$ cat config.mk
export PLATFORM = sky130hd
export DESIGN_NAME = hamming_decode_ctrl
export DESIGN_NICKNAME = d
export VERILOG_FILES = /design/src/rtl/hamming_decode_ctrl.sv
export SDC_FILE = /design/constraint.sdc
export NUM_CORES = 1
export LEC_CHECK = 0
export CAP_MARGIN = 20
export CORE_ASPECT_RATIO = 1.4
export CORE_MARGIN = 2
export CORE_UTILIZATION = 42
export CTS_CLUSTER_DIAMETER = 60
export CTS_CLUSTER_SIZE = 14
export DETAILED_ROUTE_END_ITERATION = 10
export PLACE_DENSITY_LB_ADDON = 0.25
export SYNTH_ARGS = -nofsm -noshare
export SYNTH_HDL_FRONTEND = slang
export SYNTH_SLANG_ARGS = --single-unit
$ cat constraint.sdc
create_clock -name clk -period 1.6 [get_ports clk]
set_clock_uncertainty 0.1 [all_clocks]
set_input_delay 0.32 -clock clk [delete_from_list [all_inputs] [get_ports clk]]
set_output_delay 0.32 -clock clk [all_outputs]
set_load 0.05 [all_outputs]
$ cat src/rtl/hamming_decode_ctrl.sv
// Sequencing controller around an external combinational SECDED decoder:
// accept a codeword, decode for one cycle, emit corrected code then error info.
module hamming_decode_ctrl #(
  parameter int unsigned CNT_W = 8
) (
  input  logic             clk,
  input  logic             rst_n,
  input  logic             in_valid,
  output logic             in_ready,
  input  logic [7:0]       in_code,
  output logic [7:0]       dec_code_in,
  input  logic [7:0]       dec_code_out,
  input  logic [2:0]       dec_err_loc,
  input  logic [1:0]       dec_err_flag,
  output logic             out_valid,
  input  logic             out_ready,
  output logic [7:0]       out_data,
  output logic             out_last,
  input  logic             cnt_clr,
  output logic [CNT_W-1:0] single_cnt,
  output logic [CNT_W-1:0] double_cnt
);

  localparam int unsigned CODE_W = 8;
  localparam int unsigned INFO_W = 5;
  localparam logic [CNT_W-1:0] CNT_MAX = '1;

  typedef enum logic [1:0] {
    IDLE      = 2'd0,
    DECODE    = 2'd1,
    SEND_DATA = 2'd2,
    SEND_INFO = 2'd3
  } state_e;

  state_e            state_q, state_d;
  logic [CODE_W-1:0] code_q, code_d;
  logic [CODE_W-1:0] data_q, data_d;
  logic [INFO_W-1:0] info_q, info_d;
  logic [CNT_W-1:0]  single_q, single_d;
  logic [CNT_W-1:0]  double_q, double_d;
  logic [1:0]        flag_norm;

  // State and datapath registers
  always_ff @(posedge clk or negedge rst_n) begin
    if (!rst_n) begin
      state_q  <= IDLE;
      code_q   <= '0;
      data_q   <= '0;
      info_q   <= '0;
      single_q <= '0;
      double_q <= '0;
    end else begin
      state_q  <= state_d;
      code_q   <= code_d;
      data_q   <= data_d;
      info_q   <= info_d;
      single_q <= single_d;
      double_q <= double_d;
    end
  end

  // Next-state, capture, counter and beat output logic
  always_comb begin
    state_d   = state_q;
    code_d    = code_q;
    data_d    = data_q;
    info_d    = info_q;
    single_d  = single_q;
    double_d  = double_q;
    out_valid = 1'b0;
    out_data  = '0;
    out_last  = 1'b0;
    flag_norm = (dec_err_flag == 2'b11) ? 2'b10 : dec_err_flag;

    case (state_q)
      IDLE: begin
        if (in_valid) begin
          code_d  = in_code;
          state_d = DECODE;
        end
      end
      DECODE: begin
        data_d = dec_code_out;
        info_d = {dec_err_loc, flag_norm};
        if (flag_norm == 2'b01 && single_q != CNT_MAX) begin
          single_d = single_q + CNT_W'(1);
        end
        if (flag_norm == 2'b10 && double_q != CNT_MAX) begin
          double_d = double_q + CNT_W'(1);
        end
        state_d = SEND_DATA;
      end
      SEND_DATA: begin
        out_valid = 1'b1;
        out_data  = data_q;
        if (out_ready) begin
          state_d = SEND_INFO;
        end
      end
      SEND_INFO: begin
        out_valid = 1'b1;
        out_data  = {3'b000, info_q};
        out_last  = 1'b1;
        if (out_ready) begin
          state_d = IDLE;
        end
      end
      default: state_d = IDLE;
    endcase

    // Clear wins over a same-cycle increment
    if (cnt_clr) begin
      single_d = '0;
      double_d = '0;
    end
  end

  // in_ready is forced low while reset is held
  assign in_ready    = rst_n & (state_q == IDLE);
  assign dec_code_in = code_q;
  assign single_cnt  = single_q;
  assign double_cnt  = double_q;

endmodule

# --- Yosys cells after proc, flatten, opt, wreduce, memory -nomap -nowiden ---
# Index checks and enable logic that the tools add are counted.
word_totals:
  regBits: 39
  inputBits: 26
op_classes:
  n_addsub: 2
  n_eq_ne: 11
  mux: 14
  bitwise: 1
  n_reduce_logical: 11
op_table:
  columns: ["op", "n"]
  rows:
  - ["8-bit two-way mux", 6]
  - ["8-bit by 1-bit adder with 8-bit output, second input constant", 2]
  - ["8-bit != test, second input constant", 2]
  - ["8-bit case mux with 2 select lines", 1]
  - ["2-bit equality test, second input constant", 4]
  - ["2-bit two-way mux", 4]
  - ["2-bit case mux with 4 select lines", 1]
  - ["2-bit != test, second input constant", 3]
  - ["2-bit AND reduction", 3]
  - ["2-bit nonzero test", 3]
  - ["2-bit by 1-bit equality test with 1-bit output, second input constant", 2]
  - ["3-bit AND reduction", 1]
  - ["1-bit logical AND", 2]
  - ["2-bit logical NOT", 1]
  - ["1-bit two-way mux", 2]
  - ["2-bit OR reduction", 1]
  - ["1-bit AND", 1]

# --- Longest topological paths before layout ---
# Gate-level depths: netlist of the first run.
logic_depth:
  depth_word: 7
  mapped_depth: 6
  ltp_nobuf: 5

# --- Least setup slack after synthesis of the first run ---
# Ideal clock, no wire load.
synth_timing:
  kind: "register to output"
  from: "register state_q[1]"
  to: "output port out_data[0]"
  arrival_time_ns: 1.471
  setup_slack_ns: -0.291
  stages_incl_launch_ff: 3
  path_buffers: 0
  cell_sequence: "dfrtp_1 -> ha_1 -> a22o_1"
synth_between:
  elab_chain_cells: 2
  elab_cells_between_ends: 3
  cone_classes: "eq/ne (2); mux (1)"
synth_lines:
  columns: ["element", "line_no", "text"]
  rows:
  - ["start: declaration", "35", "state_e state_q, state_d;"]
  - ["start signal: assignment", "53", "state_q <= state_d;"]
  - ["2-bit equality test", "75", "case (state_q)"]
  - ["8-bit case mux with 2 select lines *", "75", null]
  - ["end: declaration", "17", "output logic [7:0] out_data,"]
# Mark *: on every way between the ends. The rest lies on a longest branch, timed or not.

# --- Worst setup path after layout of the first run ---
layout_timing:
  from: "register state_q[1]"
  to: "output port out_data[1]"
# The elaborated chain is that of the path after synthesis.

==> flow_summary_export.csv, run 1 <==
group,metric,value,unit
layout,multiInputGateArea,0.001067,sq mm
sta,max_slew_margin,0.6575,
clock_tree,cts_htree_levels,2,
power_and_ir_drop,switching_share,0.3971,
synthesis,post_synth_edffs,0,
power_and_ir_drop,leakage,1.443,nW
sta,highest_clock_rate,0.5253,GHz
global_routing,grt_util_overall,0.1958,
power_and_ir_drop,power.net_switching,2.400,mW
global_routing,grt_first_pass_wirelength,7838,um
detailed_routing,drt_first_pass_iters,4,
layout,area_delta_synth_final,75.75,%
sta,setup-violations-final,17,
synthesis,synth_sequential_area_ratio,0.5003,
layout,layout_nets,287,
min_path,min_path_type,"input pin to async pin",
detailed_routing,detail_route.vias_per_cell,5.234,
layout,fillers,301,
detailed_routing,totalWireLength,4779,um
die,row_cnt,29,
power_and_ir_drop,power.density,1763,mW/mm^2
setup_path,crit_fanout,7,
setup_path,startpoint_class_of_the_critical_path,"register",
power_and_ir_drop,clockPowerShare,0.104,
die,placeableCoreArea,0.004499,sq mm
global_routing,vias_in_the_first_global_route,1705,
global_routing,grt_antenna_before_repair,0,
layout,area.sequential,992.2,sq um
clock_tree,clk-insertion-delay-late,290,ps
die,die_area,0.005213,sq mm
status,failed_checks,"setup timing",
clock_tree,cts_root_buf,"sky130_fd_sc_hd__clkbuf_8",
synthesis,top_count_cell_post_synth,"sky130_fd_sc_hd__dfrtp_1",
synthesis,postSynth.topFlopCell,"sky130_fd_sc_hd__dfrtp_1",
die,ios,61,
clock_tree,clk_pin_slew,70,ps
sta,fin_crit,1904,ps
detailed_routing,num_vias,1654,
clock_tree,numCtsBuffers,5,
place,detailedPlacementHpwl,3331,um
setup_path,required,1180,ps
detailed_routing,drc,0,
die,dieWidth,61.60,um
die,fp.dieH,84.64,um
place,placed_instance_area,0.003201,sq mm
global_routing,grt_max_degree,40,
synthesis,list_of_most_frequent_post_synthesis_cells,"39 x sky130_fd_sc_hd__dfrtp_1, 20 x sky130_fd_sc_hd__mux2_2, 7 x sky130_fd_sc_hd__ha_1, 7 x sky130_fd_sc_hd__inv_1",
sta,timing_worst_slew_pin_value,513.7,ps
sta,final-hold-violation-count,0,
setup_path,critical_path_class,"register to output port",
status,status,"finished, violations left",
sta,layout_setup_ws,-303.8,ps
synthesis,synthDominantAreaCellType,"sky130_fd_sc_hd__dfrtp_1",
synthesis,ys_async_sr_fraction,1.000,
layout,post_route_cells_drive_above_1_share,0.5118,
synthesis,syn_inst,167,
layout,final_core_utilization,0.7620,
sta,finalMaxSlewViolations,0,
sta,rsz0062_at_grt,"true",
synthesis,postSynthNetCount,200,
detailed_routing,drt-wirelength-per-cell,15.12,um
layout,layoutNonFillerInstCount,316,
synthesis,synth.area.top_cells,"sky130_fd_sc_hd__dfrtp_1 50%, sky130_fd_sc_hd__mux2_2 12%, sky130_fd_sc_hd__ha_1 4.5%, sky130_fd_sc_hd__a22o_1 2.2%, sky130_fd_sc_hd__a211oi_1 1.9%",
setup_path,cp.arrival,1480,ps
synthesis,ys_seq_elements,39,
flow_run,maxCapViolations,0,
power_and_ir_drop,power.ir.vdd_worst,1.577,mV
power_and_ir_drop,comb_power_share,0.638,
setup_path,crit_path_end_kind,"output port",
die,start_util,0.4335,
synthesis,synth_area_per_cell,11.68,sq um
power_and_ir_drop,power_frac_seq,0.259,
global_routing,grt-ovfl-total,0,
clock_tree,tritoncts,"done",
synthesis,yosys.area.top_type_share,0.5003,
sta,finalHoldWorstSlack,55.41,ps
sta,crit_share_post_route,1.190,
clock_tree,cts.sink_count,39,
setup_path,reg2regPathDepth,5,
layout,antenna-diode-count,0,
layout,fin_area,0.003428,sq mm
synthesis,mappedNetlistArea,0.001951,sq mm
synthesis,ys.warnings.count,0,
power_and_ir_drop,p_int,3.643,mW
detailed_routing,dr.first_iter.drc_count,25,
place,numPortBuffers,60,
synthesis,yosysUniqueCellTypes,37,
place,placed_instances,304,
place,globalplace.congestion,0.8222,
clock_tree,cts_buffer_depth,2,
detailed_routing,drtAntennaViolNets,0,
worst paths after layout:
kind                            start       endpoint  slack, ps
max                        state_q[1]    out_data[1]       -300
min                             rst_n  single_cnt[7]         60
max reg2reg                state_q[1]  single_cnt[0]       -130
min reg2reg                 data_q[5]      data_q[5]        410
max in group asynchronous       rst_n  single_cnt[6]        960
min in group clk            data_q[5]      data_q[5]        410
placed cells by master (no fill, tap or decap), drive strengths merged:
cell type	netlist	final
buf	5	62
dfrtp	39	39
clkdlybuf4s50	0	24
mux2	23	23
clkbuf	2	8
ha	7	7
inv	7	7
nor2b	6	6
nor2	6	6
a21oi	6	6
a22o	5	5
nand2	5	5
nand3	5	5
nand2b	5	5
nor3	5	5
and2	5	5
a211oi	5	5
and3	4	4
a31oi	3	3
a311oi	3	3
mux2i	3	3
a41oi	3	3
and4	3	3
o21ai	2	2
o22ai	1	1
nand3b	1	1
and3b	1	1
nand4	1	1
or3	1	1
nor4	1	1
nor4b	1	1
and4b	1	1
nor3b	1	1
o21bai	1	1
layout make-up:
cell class,instances,area share
Clock buffer,7,0.02226
Inverter,7,0.007664
Multi-Input combinational cell,114,0.3113
Sequential cell,39,0.2894
Tap cell,62,0.02263
Timing Repair Buffer,87,0.3467
per-stage QoR:
stage                     setup TNS, ps  power [mW]  worst slack (ps)
after CTS                         -3102       5.798            -272.1
after detailed placement          -2474       5.039            -227.3
after floorplan                  -77.60       3.310            -36.05
after global routing              -4698       6.314            -336.3
final                             -3052       6.043            -303.8
after global placement            -1693       4.972            -191.1
critical path: stages, from the launching register on:
cell and delay, ps:
sky130_fd_sc_hd__dfrtp_2 450, sky130_fd_sc_hd__buf_6 130, sky130_fd_sc_hd__ha_4 200, sky130_fd_sc_hd__a22o_4 270, sky130_fd_sc_hd__buf_12 150
routing by layer:
layer,global-route usage,wire length [um],vias to the layer above
met3,0.04622,222,5
met1,0.2389,1884,813
met4,0.05222,56,0
li1,-,-,787
met5,0,0,-
met2,0.3349,2615,49
kinds of logic after synthesis:
| family | share of synthesized area |
|---|---|
| AND/OR/NAND/NOR | 0.1623 |
| flip-flops | 0.5003 |
| AO/OA/AOI/OAI | 0.1097 |
| multiplexers | 0.1482 |
| buffers and inverters | 0.03464 |
| adder cells (fa/ha/maj) | 0.04490 |
repair_timing:
action,CTS,global route
buffers inserted,2,3
hold buffers,0,0
resized for setup,9,17
setup endpoints to repair,35,44
pin swaps,0,2
power groups by stage:
stage	clock network (mW)	registers [mW]	logic, mW
final	0.626	1.56	3.85
after global routing	0.670	1.61	4.04
after CTS	0.640	1.53	3.63
after detailed placement	0	1.55	3.49
after global placement	0	1.53	3.44
after floorplan	0	1.87	1.44
sequential cells by signal, summed over array words and instances, names as in the netlist:
name         flops
info_q           5
dec_code_in      8
data_q           8
single_cnt       8
double_cnt       8
state_q          2
No activity file was read; power rests on OpenSTA's default activity.
==> run 2, diff against run 1 <==
Settings changed: TNS_END_PERCENT from default to 5.
==> run 2 against run 1 <==
Compared with the run above:
- the run still ends with setup timing left
- non-clock buffer count rose by 9
- wire length rose by 2.6%
- global-route usage rose by 0.89 points
- critical path type unchanged
==> flow_summary_export.csv, run 2 (synthesis gave the netlist of run 1 again) <==
group,metric,value,unit
detailed_routing,drt_first_pass_iters,4,
setup_path,crit_path_end_kind,"output port",
setup_path,reg2regPathDepth,5,
clock_tree,cts_hold_buffers,0,
setup_path,crit_family,"flip-flops",
place,globalplace.congestion,0.8460,
sta,final-hold-violation-count,0,
layout,final_core_utilization,0.7681,
global_routing,grt_max_degree,40,
power_and_ir_drop,fin_total_pwr,6.054,mW
setup_path,crit_fanout,7,
sta,setup-violations-final,35,
layout,fillers,309,
global_routing,grt_util_overall,0.2047,
sta,rsz0062_at_grt,"true",
global_routing,grt_most_used_layer,"met2",
setup_path,ff2ff_setup_slack,-200,ps
detailed_routing,totalWireLength,4904,um
status,status,"finished, violations left",
sta,timing_worst_slew_pin_value,504.1,ps
layout,layout.cells.most_common_list,"37 x sky130_fd_sc_hd__buf_12, 31 x sky130_fd_sc_hd__buf_4, 29 x sky130_fd_sc_hd__dfrtp_1, 24 x sky130_fd_sc_hd__clkdlybuf4s50_1, 20 x sky130_fd_sc_hd__mux2_2",
clock_tree,clk_pin_slew,80,ps
setup_path,cp.buffers_inverters,2,
layout,layoutNonFillerInstCount,326,
detailed_routing,num_vias,1726,
die,dieWidth,61.60,um
die,start_util,0.4335,
detailed_routing,dr.first_iter.drc_count,116,
power_and_ir_drop,power.ir.vdd_worst,1.430,mV
global_routing,grt_use_met1,0.2428,
setup_path,path_depth,4,
layout,area_delta_synth_final,77.16,%
sta,fin_crit,1884,ps
status,failed_checks,"setup timing",
setup_path,startpoint_class_of_the_critical_path,"register",
layout,area.sequential,988.4,sq um
setup_path,critical_path_class,"register to output port",
layout,layout.cells.most_common,"sky130_fd_sc_hd__buf_12",
place,numPortBuffers,60,
global_routing,grtUsageMet3,0.05239,
sta,max_slew_margin,0.6640,
clock_tree,clk-insertion-delay-late,290,ps
global_routing,groute.layer.met2.usage,0.3483,
detailed_routing,drc,0,
clock_tree,cts_htree_levels,2,
global_routing,vias_in_the_first_global_route,1794,
place,detailedPlacementHpwl,3493,um
clock_tree,cts_buffer_depth,2,
clock_tree,tritoncts,"done",
clock_tree,cts_root_buf,"sky130_fd_sc_hd__clkbuf_8",
layout,post_route_cells_drive_above_1_share,0.4886,
sta,finalMaxSlewViolations,0,
flow_run,maxCapViolations,0,
power_and_ir_drop,leakage,1.501,nW
sta,crit_share_post_route,1.177,
layout,antenna-diode-count,0,
clock_tree,cts.sink_count,39,
place,placed_instance_area,0.003239,sq mm
sta,layout_setup_ws,-283.8,ps
layout,multiInputGateArea,0.001011,sq mm
setup_path,critPathMaxStageDelay,450,ps
place,post-place-ws,-201.6,ps
layout,layout_nets,296,
min_path,min_path_type,"input pin to async pin",
die,die_area,0.005213,sq mm
die,ios,61,
clock_tree,numCtsBuffers,5,
global_routing,grt_first_pass_wirelength,8086,um
layout,fin_area,0.003456,sq mm
detailed_routing,drtAntennaViolNets,0,
global_routing,grt-ovfl-total,0,
global_routing,grt_antenna_before_repair,0,
sta,highest_clock_rate,0.5308,GHz
detailed_routing,detail_route.vias_per_cell,5.294,
setup_path,required,1180,ps
setup_path,crit_chain,"buf_6 -> ha_4 -> a22o_1 -> buf_12",
die,fp.dieH,84.64,um
power_and_ir_drop,power.density,1752,mW/mm^2
detailed_routing,drt-wirelength-per-cell,15.04,um
setup_path,cp.arrival,1460,ps
place,placed_instances,315,
die,row_cnt,29,
setup_path,critical-path-slowest-cell,"sky130_fd_sc_hd__dfrtp_2",
die,placeableCoreArea,0.004499,sq mm
==> run 2: final cells by class <==
cell class,count,area share
Tap cell,62,0.02245
Timing Repair Buffer,96,0.3624
Sequential cell,39,0.2860
Inverter,7,0.007603
Clock buffer,8,0.02896
Multi-Input combinational cell,114,0.2925
==> run 2: path summary, 6_finish.rpt <==
path,from,end
max,state_q[1],out_data[4]
min in group clk,data_q[4],data_q[4]
max in group asynchronous,rst_n,single_cnt[3]
min,rst_n,data_q[0]
min reg2reg,data_q[4],data_q[4]
max reg2reg,state_q[1],single_cnt[6]
==> run 2: metrics by stage <==
step                      hold WS (ps)  TNS, ps
final                            24.27    -5132
after global routing             75.73    -7859
after CTS                        54.89    -6046
after detailed placement         371.9    -2334
after global placement           377.2    -1825
after floorplan                 -75.59   -788.7
==> run 2: layer usage <==
| metal | wire length, um | part of all wire | vias to the layer above |
|---|---|---|---|
| li1 | - | - | 801 |
| met1 | 1861 | 0.38 | 855 |
| met2 | 2719 | 0.55 | 66 |
| met3 | 268 | 0.055 | 4 |
| met4 | 55 | 0.011 | 0 |
| met5 | 0 | 0 | - |
==> run 2: power breakdown <==
part / leakage, nW / total, mW / internal [mW] / switching (mW)
Clock: 0.0515 / 0.737 / 0.394 / 0.344
Combinational: 0.971 / 3.76 / 1.99 / 1.77
Sequential: 0.479 / 1.56 / 1.30 / 0.251
Total: 1.50 / 6.05 / 3.68 / 2.37
==> run 2: what timing repair did <==
item / 4_1_cts / 5_1_grt
gates cloned: 0 / 0
endpoints found under the hold margin: 0 / 0
buffers inserted: 1 / 2
gates resized for setup: 7 / 14
pin swaps: 1 / 6
setup endpoints to repair: 35 / 48
